--- src/rtl/free_list_pkg.sv ---
// Shared rename-stage sizing: physical register file geometry and free-list pointer width.
// Other blocks (e.g. ROB checkpointing) import FL_PTR_W to store free-list pointers.
package free_list_pkg;

  localparam int PHYS_REG_SZ     = 64;
  localparam int PHYS_REG_IDX_SZ = $clog2(PHYS_REG_SZ) - 1;
  localparam int PR_W            = PHYS_REG_IDX_SZ + 1;
  localparam logic [PHYS_REG_IDX_SZ:0] ZERO_REG = '0;
  localparam int FL_PTR_W        = $clog2(PHYS_REG_SZ) + 1;

endpackage

--- src/rtl/free_list.sv ---
// Physical register free list: circular buffer with speculative head, retired head and tail.
// Allocation reads the head entry combinationally; a mispredict rewinds head to the retired head.
module free_list
  import free_list_pkg::*;
#(
  parameter int FL_SZ = PHYS_REG_SZ,
  parameter int PTR_W = $clog2(FL_SZ) + 1
) (
  input  logic                     clk,
  input  logic                     reset,
  input  logic                     alloc_req,
  output logic                     alloc_valid,
  output logic [PHYS_REG_IDX_SZ:0] alloc_pr_idx,
  input  logic                     free_enable,
  input  logic [PHYS_REG_IDX_SZ:0] free_pr_idx,
  input  logic                     retire_alloc_enable,
  input  logic                     restore_enable,
  output logic [PTR_W-1:0]         free_count,
  output logic                     overflow
);

  localparam int IDX_W = PTR_W - 1;

  logic [PHYS_REG_IDX_SZ:0] entries [FL_SZ];
  logic [PTR_W-1:0]         head;
  logic [PTR_W-1:0]         tail;
  logic [PTR_W-1:0]         retired_head;
  logic [PTR_W-1:0]         head_nxt;
  logic [PTR_W-1:0]         tail_nxt;
  logic [PTR_W-1:0]         retired_head_nxt;
  logic                     full;
  logic                     grant;
  logic                     free_req;
  logic                     free_ok;
  logic                     free_drop;

  // Wrap bit disambiguates full from empty when the index bits match.
  assign free_count   = tail - head;
  assign full         = (head[IDX_W-1:0] == tail[IDX_W-1:0]) && (head[PTR_W-1] != tail[PTR_W-1]);
  assign alloc_valid  = (free_count != '0);
  assign alloc_pr_idx = entries[head[IDX_W-1:0]];

  assign grant     = alloc_req && alloc_valid && !restore_enable;
  assign free_req  = free_enable && (free_pr_idx != ZERO_REG);
  assign free_ok   = free_req && !full;
  assign free_drop = free_req && full;

  always_comb begin
    retired_head_nxt = retired_head + PTR_W'(retire_alloc_enable);
    tail_nxt         = tail + PTR_W'(free_ok);
    if (restore_enable) begin
      head_nxt = retired_head_nxt;
    end else begin
      head_nxt = head + PTR_W'(grant);
    end
  end

  always_ff @(posedge clk) begin
    if (reset) begin
      head         <= '0;
      retired_head <= '0;
      tail         <= PTR_W'(FL_SZ - 1);
      overflow     <= 1'b0;
    end else begin
      head         <= head_nxt;
      retired_head <= retired_head_nxt;
      tail         <= tail_nxt;
      if (free_drop) begin
        overflow <= 1'b1;
      end
    end
  end

  // After reset every register except the zero register is free, in ascending order.
  always_ff @(posedge clk) begin
    if (reset) begin
      for (int i = 0; i < FL_SZ; i++) begin
        entries[i] <= (i == FL_SZ - 1) ? ZERO_REG : PR_W'(i + 1);
      end
    end else if (free_ok) begin
      entries[tail[IDX_W-1:0]] <= free_pr_idx;
    end
  end

endmodule

--- config.mk ---
export PLATFORM = sky130hd
export DESIGN_NAME = free_list
export DESIGN_NICKNAME = d
export VERILOG_FILES = /design/src/rtl/free_list_pkg.sv /design/src/rtl/free_list.sv
export SDC_FILE = /design/constraint.sdc
export NUM_CORES = 1
export LEC_CHECK = 0
export ABC_AREA = 0
export ABC_CLOCK_PERIOD_IN_PS = 3550
export CAP_MARGIN = 20
export CORE_MARGIN = 1.5
export CORE_UTILIZATION = 57
export DETAILED_ROUTE_END_ITERATION = 10
export HOLD_SLACK_MARGIN = 0.06
export PLACE_DENSITY = 0.82
export SYNTH_ARGS = -nofsm -noshare
export SYNTH_HDL_FRONTEND = slang
export SYNTH_SLANG_ARGS = --single-unit
--- constraint.sdc ---
create_clock -name clk -period 3.55 [get_ports clk]
set_input_delay 0.8875 -clock clk [delete_from_list [all_inputs] [get_ports clk]]
set_output_delay 0.8875 -clock clk [all_outputs]
set_load 0.02 [all_outputs]
[Word level (Yosys, flattened, before mapping)]
Memories as Yosys holds them, arrays and structs flattened. A register that Yosys moved wholly into a read port is not among the register bits.
Index checks and enable logic that the tools add are counted.
W data, S select, Z words.
Storage, ports and cells
  bits in registers: 22
  bits in latches: 0
  memory bits (writable): 384
  bits in read-only memories: 0
  output and inout port bits: 15
  logic and storage cells: 32
  memories kept: 1
Memories
  entries: depth 64, bits a word 6, read ports 1, clocked after Yosys merged registers in 1, write ports 64, RTL line free_list.sv:24  | logic [PHYS_REG_IDX_SZ:0] entries [FL_SZ];
Operators by class
  add/sub/neg operators: 4
  multipliers: 0
  div/mod/pow operators: 0
  magnitude comparators: 0
  eq/ne operators: 2
  shift operators: 0
  mux-type cells: 10
  bitwise gates (word level): 0
  reductions and logical operators: 11
Operators with widths (count)
  $add A7 B1 Y7: 3
  $mux W6: 3
  $mux W7: 1
  $reduce_bool A7 Y1: 1
  $sub A7 B7 Y7: 1
  $eq A6 B6 Y1: 1
  $logic_and A1 B1 Y1: 6
  $mux W1: 6
  $reduce_bool A6 Y1: 1
  $reduce_or A6 Y1: 1
  $logic_not A1 Y1: 2
  $ne A1 B1 Y1: 1

[Depth between registers and ports, before layout]
Gate-level depths: netlist of the first run.
  depth in word-level cells: 9
  gate-level depth with buffers: 15
  depth with buffers taken out: 15

[Least setup slack after synthesis of the first run]
No wires, ideal clock.
  kind: register to register
  start point: reg head[1]
  end point: reg head[6]
  arrival: 3.359 ns
  data required time: 3.428 ns
  path slack: 0.069 ns
  cell stages (with the launch flop): 14
  path buffers: 2
  clock period less this slack: 3.481 ns
  cells stage by stage: dfxtp_1 buf_2 buf_1 inv_1 fa_1 a211oi_1 o21a_1 nor4_1 a41oi_1 ha_1 ha_1 nand2_1 o21a_1 o311a_1
Between the ends
  word-level cells in the longest chain between the ends: 6
Ends and longest elaborated chain
  start: declaration: RTL line free_list.sv:25  | logic [PTR_W-1:0] head;
  start signal: assignment: RTL line free_list.sv:65  | head <= head_nxt;
  $sub A7 B7 Y7: RTL line free_list.sv:38  | assign free_count = tail - head;
  net free_count[4]: RTL line free_list.sv:18  | output logic [PTR_W-1:0] free_count,
  $reduce_bool A7 Y1: RTL line free_list.sv:40  | assign alloc_valid = (free_count != '0);
  $logic_and A1 B1 Y1 (2 in a row): RTL line free_list.sv:43  | assign grant = alloc_req && alloc_valid && !restore_enable;
  $add A7 B1 Y7: RTL line free_list.sv:54  | head_nxt = head + PTR_W'(grant);
  $mux W7: RTL line free_list.sv:51  | if (restore_enable) begin
The timed path passes the listed nets, and every way through them passes these cells.
A chain may end at the register's enable or synchronous reset.

==> metrics.cfg, run 1 <==
[global_route]
grt_usage=0.311
grt_max_degree=50
antenna_found_initial=0
first_global_vias=13500
gr-total-overflow=0
grt_pass1_wl_um=81700

[clocking]
clock_path_buffers=3
cts_tree=yes
htree_levels=2
cts_sinks=406
clkTransAtPathRegs_ns=0.06
cts_buffers=41
insertion_delay_ns=0.55
ctsRootBufferMaster=clkbuf_16

[detailed_routing]
wirelength_um=54100
vias=13900
drc_errors=0
wl_per_cell_um=27.1
dr.pass1.iters=8
drtIter0Drc=2127
antenna_left=0
vias_per_cell=6.97

[synth]
synth-seq-cells=406
synth_fp_nets=1470
ys_warn_count=0
ys.flop_type=edfxtp_1
synth.lib_cells_used.distinct=59
synth_edf_count=384
synth_top_area_share=0.600
syn_area_um2=19200
yosysTopAreaCell=edfxtp_1
synth-async-reset-ratio=0
syn_area_per_cell_um2=13.3
synth_area_leaders=edfxtp_1 (60%), mux4_2 (10%), nor4_1 (3.7%)
synth_cells=1445
seq_area_frac_synth=0.623

[worst_setup_path]
worst-path-stages=8
slowest_delay_ns=0.53
path_delay_family=compound AO/OA/AOI/OAI gates
crit_arrival_ns=2.77
startpoint_type=register
crit_top_cell=buf_6
cp_data_required_time_ns=2.66
critPathSlowestCell=mux4_2
critPathBufInv=4
timing.rr.end=entries[25][0]$_SDFFCE_PN0P_
path_max_fanout=8
r2r-start=head[3]$_SDFF_PP0_
crit_start=head[0]$_SDFF_PP0_
ff2ff_setup_slack_ns=0.21
crit_path_end=alloc_pr_idx[5]
worstSetupPathType=reg -> out
crit_path_end_kind=output pin
path_cells=buf_12 > buf_6 > buf_6 > mux4_2 > a22oi_2 > a21oi_2 > a211o_1 > buf_6
rr_worst_depth=7

[die]
floorplan.rows=67
core_area_um2=33400
die_h_um=187
start_util=0.576
chipWidth_um=187
dieArea_um2=34800
io_pins=27

[placed_design]
place_ws_ns=-0.0598
placed_area_um2=20700
dp_cells=1894
numPortBuffers=26
post-dp-hpwl_um=34700
gp_congestion=0.918

[run]
cap_viol_max_count=0

[sta]
fin_crit_ns=3.65
worst_pin_slew_ns=1.03
rsz0062_at_grt=true
finalSetupViolations=5
maxSlewViolCount=0
fin_worst_skew_ns=0.0218
hold_viol=0
fmax_mhz=274
setup_slack_ns=-0.105
period_share=1.03
fin_tns_setup_ns=-0.400
slew_headroom=0.315

[power_and_ir_drop]
switchingPower_uw=3050
powerDensity_nw_per_um2=504
clockPowerShare=0.356
leakage_uw=0.00678
swShare=0.270
p_int_uw=8240
seqPwrFrac=0.478
pwr-share-comb=0.166
vdd_ir_drop_max_v=0.000349

[finish]
fin_cells=1995
area_growth_pct=16.4
nets=1542
final_common_cell=edfxtp_1
layout-drive-gt1-share=0.244
final_cell_mix=edfxtp_1 (384), nand2_1 (163), buf_4 (131)
antenna_cells=0
final_area_um2=22400

[min_path]
hold_class=reg -> reg

[outcome]
outcome=finished with violations
violations=setup timing

## cell type report
| cell class | instances | area, um2 |
|---|---|---|
| Tap cell | 448 | 561 |
| Multi-Input combinational cell | 854 | 6650 |
| Timing Repair Buffer | 194 | 1910 |
| Clock buffer | 52 | 1110 |
| Sequential cell | 406 | 12000 |
| Inverter | 20 | 75.1 |
| Fill cell | 2160 | 11000 |
| Clock inverter | 21 | 100 |
## timing repair
item,CTS,global route
hold buffers,0,0
gates cloned,2,1
pin swaps,14,10
resized for setup,88,12
endpoints found under the setup margin,11,10
buffers inserted,19,6
## synthesized netlist by cell type, types with 5 or more instances
master and n:
nand2_1 164, mux4_2 88, nor2_1 89, o221ai_1 8, xor2_1 10, buf_1 7, nor3_1 59, buf_4 9
or3_1 9, edfxtp_1 384, or2_2 5, a211oi_1 10, o21ai_0 14, nor4_1 113, nand3_1 30, nand2b_1 11
xnor2_1 7, inv_1 12, inv_2 7, or2_1 29, a211o_1 6, buf_2 24, a221oi_1 8, nand4_1 68
nor2b_1 7, a22oi_1 14, dfxtp_1 22, mux2i_1 26, a21oi_1 18, clkbuf_1 121, ha_1 12, a22o_1 6
## worst min-delay path by stage
stage / startpoint / endpoint / slack (ns) / depth (start not counted)
after global placement: retired_head[6]$_SDFF_PP0_ / retired_head[6]$_SDFF_PP0_ / 0.49 / 2
final: retired_head[6]$_SDFF_PP0_ / retired_head[6]$_SDFF_PP0_ / 0.51 / 2
after detailed placement: retired_head[6]$_SDFF_PP0_ / retired_head[6]$_SDFF_PP0_ / 0.49 / 2
after CTS: retired_head[6]$_SDFF_PP0_ / retired_head[6]$_SDFF_PP0_ / 0.51 / 2
after global routing: retired_head[6]$_SDFF_PP0_ / retired_head[6]$_SDFF_PP0_ / 0.57 / 2
after floorplan: retired_head[6]$_SDFF_PP0_ / retired_head[6]$_SDFF_PP0_ / 0.47 / 2
## worst reg2reg max path, delay by kind of cell (launching register included)
kind / cells / cell delay [ns]
flops: 1 / 0.56
simple gates: 5 / 1.94
fa+ha+maj: 1 / 0.38
buf+inv: 1 / 0.13
## logic make-up (layout without fill, tap and decap cells)
kind of cell	after synthesis	after routing	synth area share
AOI/OAI and AO/OA	100	100	0.0383
xor gates and xnor gates	17	17	0.00774
adders and majority gates	13	13	0.00885
buffers and inverters	185	287	0.0410
DFF	406	406	0.623
muxes	114	114	0.117
and+or+nand+nor	610	610	0.165
## registers in the layout (all words and copies together), names as in the netlist
signal,cells
head,7
entries,384
tail,7
overflow,1
retired_head,7
## per-stage QoR
step                 util  power [uW]  hold slack (ns)
finish              0.671       11300            0.511
global route        0.671       11500            0.565
CTS                 0.668       11200            0.513
detailed placement  0.621        7180            0.494
global placement    0.621        7130            0.490
floorplan               -        6500            0.473
## routing by layer
| layer | global-route usage | wire length, um |
|---|---|---|
| met1 | 0.413 | 18300 |
| met2 | 0.494 | 25800 |
| met3 | 0.0666 | 7310 |
| met4 | 0.147 | 2740 |
| met5 | 0 | 0 |
## power groups by stage
stage	sequential, uW	clock, uW	combinational, uW
global placement	5490	0	1640
finish	5400	4020	1880
CTS	5400	4000	1790
detailed placement	5490	0	1680
floorplan	5470	0	1030
global route	5400	4180	1950
Power figures use the tool's default switching activity.
==> inputs of run 2 (changes only) <==
Settings changed: CORE_UTILIZATION 57 to 55, PLACE_DENSITY 0.82 to 0.8.
==> run 2 against run 1 <==
Effect of this change: the flow still finishes with violations (setup timing); clock skew decreased by 0.0035 ns; non-clock buffer count shrank 25; wire length increased by 1.1%; design area fell by 0.48%; sequential cell count is the same; utilization is 2.4 points lower; global-route usage fell by 0.87 points; largest cell class unchanged; largest power group unchanged.
==> metrics.cfg, run 2 (same netlist as run 1, synthesis figures left out) <==
[global_route]
grt_usage=0.302
first_global_vias=13500
grt_max_degree=65
gr-total-overflow=0
grt_pass1_wl_um=81200
antenna_found_initial=0

[finish]
seqCellArea_um2=12000
top_register=entries
nFillCells=2263
largest_register_ffs=384
final_cell_mix=edfxtp_1 (384), nand2_1 (162), buf_4 (118)
area_growth_pct=15.9
multi_input_area_um2=6730
nets=1517
utilization=0.647
final_common_cell=edfxtp_1
layout-drive-gt1-share=0.246

[die]
dieArea_um2=36100
start_util=0.558
floorplan.rows=68
chipWidth_um=190
core_area_um2=34500
io_pins=27
die_h_um=190

[power_and_ir_drop]
powerDensity_nw_per_um2=521
leakage_uw=0.00668
vdd_ir_drop_max_v=0.000449

[worst_setup_path]
ff2ff_setup_slack_ns=0.12
path_delay_family=buffers and inverters
startpoint_type=register
slowest_delay_ns=0.52
critPathBufInv=5
crit_top_cell=buf_12
rr_worst_depth=15
worstSetupPathType=reg -> out
path_cells=buf_6 > buf_12 > buf_12 > buf_12 > mux4_2 > a22oi_2 > a21oi_2 > a211o_1 > buf_6
crit_arrival_ns=2.87
timing.rr.end=head[6]$_SDFF_PP0_
cp_data_required_time_ns=2.66
crit_path_end_kind=output pin
path_max_fanout=7
r2r-start=head[0]$_SDFF_PP0_
critPathSlowestCell=mux4_2

[clocking]
cts_tree=yes
ctsRootBufferMaster=clkbuf_16
cts_buffers=41
htree_levels=2
insertion_delay_ns=0.55
cts_sinks=406
clkTransAtPathRegs_ns=0.06
clock_path_buffers=3

[detailed_routing]
vias_per_cell=7.06
antenna_left=0
vias=14000
wl_per_cell_um=27.6
wirelength_um=54700
met1_length_um=18200
met3_length_um=8040
dr.pass1.iters=6
drc_errors=0
drtIter0Drc=2382
top_layer=met4
wl_met2_um=25600

[placed_design]
gp_congestion=0.850
post-dp-hpwl_um=33800
numPortBuffers=26

[sta]
slew_headroom=0.278
fin_tns_setup_ns=-1.07
period_share=1.06
finalSetupViolations=8
worst_pin_slew_ns=1.07
setup_slack_ns=-0.206
fin_crit_ns=3.76
maxSlewViolCount=0
hold_viol=0
holdWs_ns=0.535
rsz0062_at_grt=true
fin_worst_skew_ns=0.0183
fmax_mhz=266

[min_path]
worstHoldPathCells=2
hold_end=retired_head[6]$_SDFF_PP0_
hold_class=reg -> reg
min-delay-start=retired_head[6]$_SDFF_PP0_

[run]
cap_viol_max_count=0

[outcome]
outcome=finished with violations
violations=setup timing

-- run 2: through the flow --
stage / instances / power, uW / worst slack [ns] / instance area [um2]
CTS: 1962 / 11400 / -0.160 / 22000
floorplan: 1445 / 6500 / 0.0694 / 19200
finish: 1980 / 11600 / -0.206 / 22300
global route: 1979 / 11800 / -0.220 / 22300
detailed placement: 1872 / 7150 / -0.213 / 20400
global placement: 1872 / 7100 / -0.176 / 20400
-- run 2: final cells by class --
class,instances,area share
Multi-Input combinational cell,854,0.302
Clock inverter,20,0.0104
Clock buffer,55,0.0484
Inverter,20,0.00337
Antenna cell,1,0.000112
Timing Repair Buffer,169,0.0723
Sequential cell,406,0.538
Tap cell,455,0.0256
-- run 2: worst max-delay path by stage --
stage,start,endpoint,cells past startpoint
after detailed placement,head[0]$_SDFF_PP0_,alloc_pr_idx[2],7
final,head[0]$_SDFF_PP0_,alloc_pr_idx[0],9
after floorplan,head[1]$_SDFF_PP0_,head[6]$_SDFF_PP0_,13
after global placement,head[0]$_SDFF_PP0_,alloc_pr_idx[2],7
after CTS,head[0]$_SDFF_PP0_,alloc_pr_idx[3],7
after global routing,head[0]$_SDFF_PP0_,alloc_pr_idx[4],9
-- run 2: routing by layer --
layer / global-route usage / vias up
li1: - / 5702
met1: 0.397 / 6759
met2: 0.472 / 1295
met4: 0.146 / 0
met3: 0.0762 / 225
met5: 0 / -
-- run 2: repair_timing --
item                                    CTS  global route
buffers inserted                         14            16
endpoints found under the setup margin   11            18
gates cloned                              1             1
resized for setup                        65            57
pin swaps                                11            17
hold buffers                              0             0
-- run 2: power breakdown --
part | total [uW] | switching [uW] | internal, uW
registers | 5400 | 60.3 | 5340
clock network | 4340 | 1830 | 2510
logic | 1880 | 1200 | 677
-- run 2: worst min-delay path: stages, from the launching register on --
cell	delay [ns]
dfxtp_1	0.32
xor2_1	0.09
nor2_1	0.08
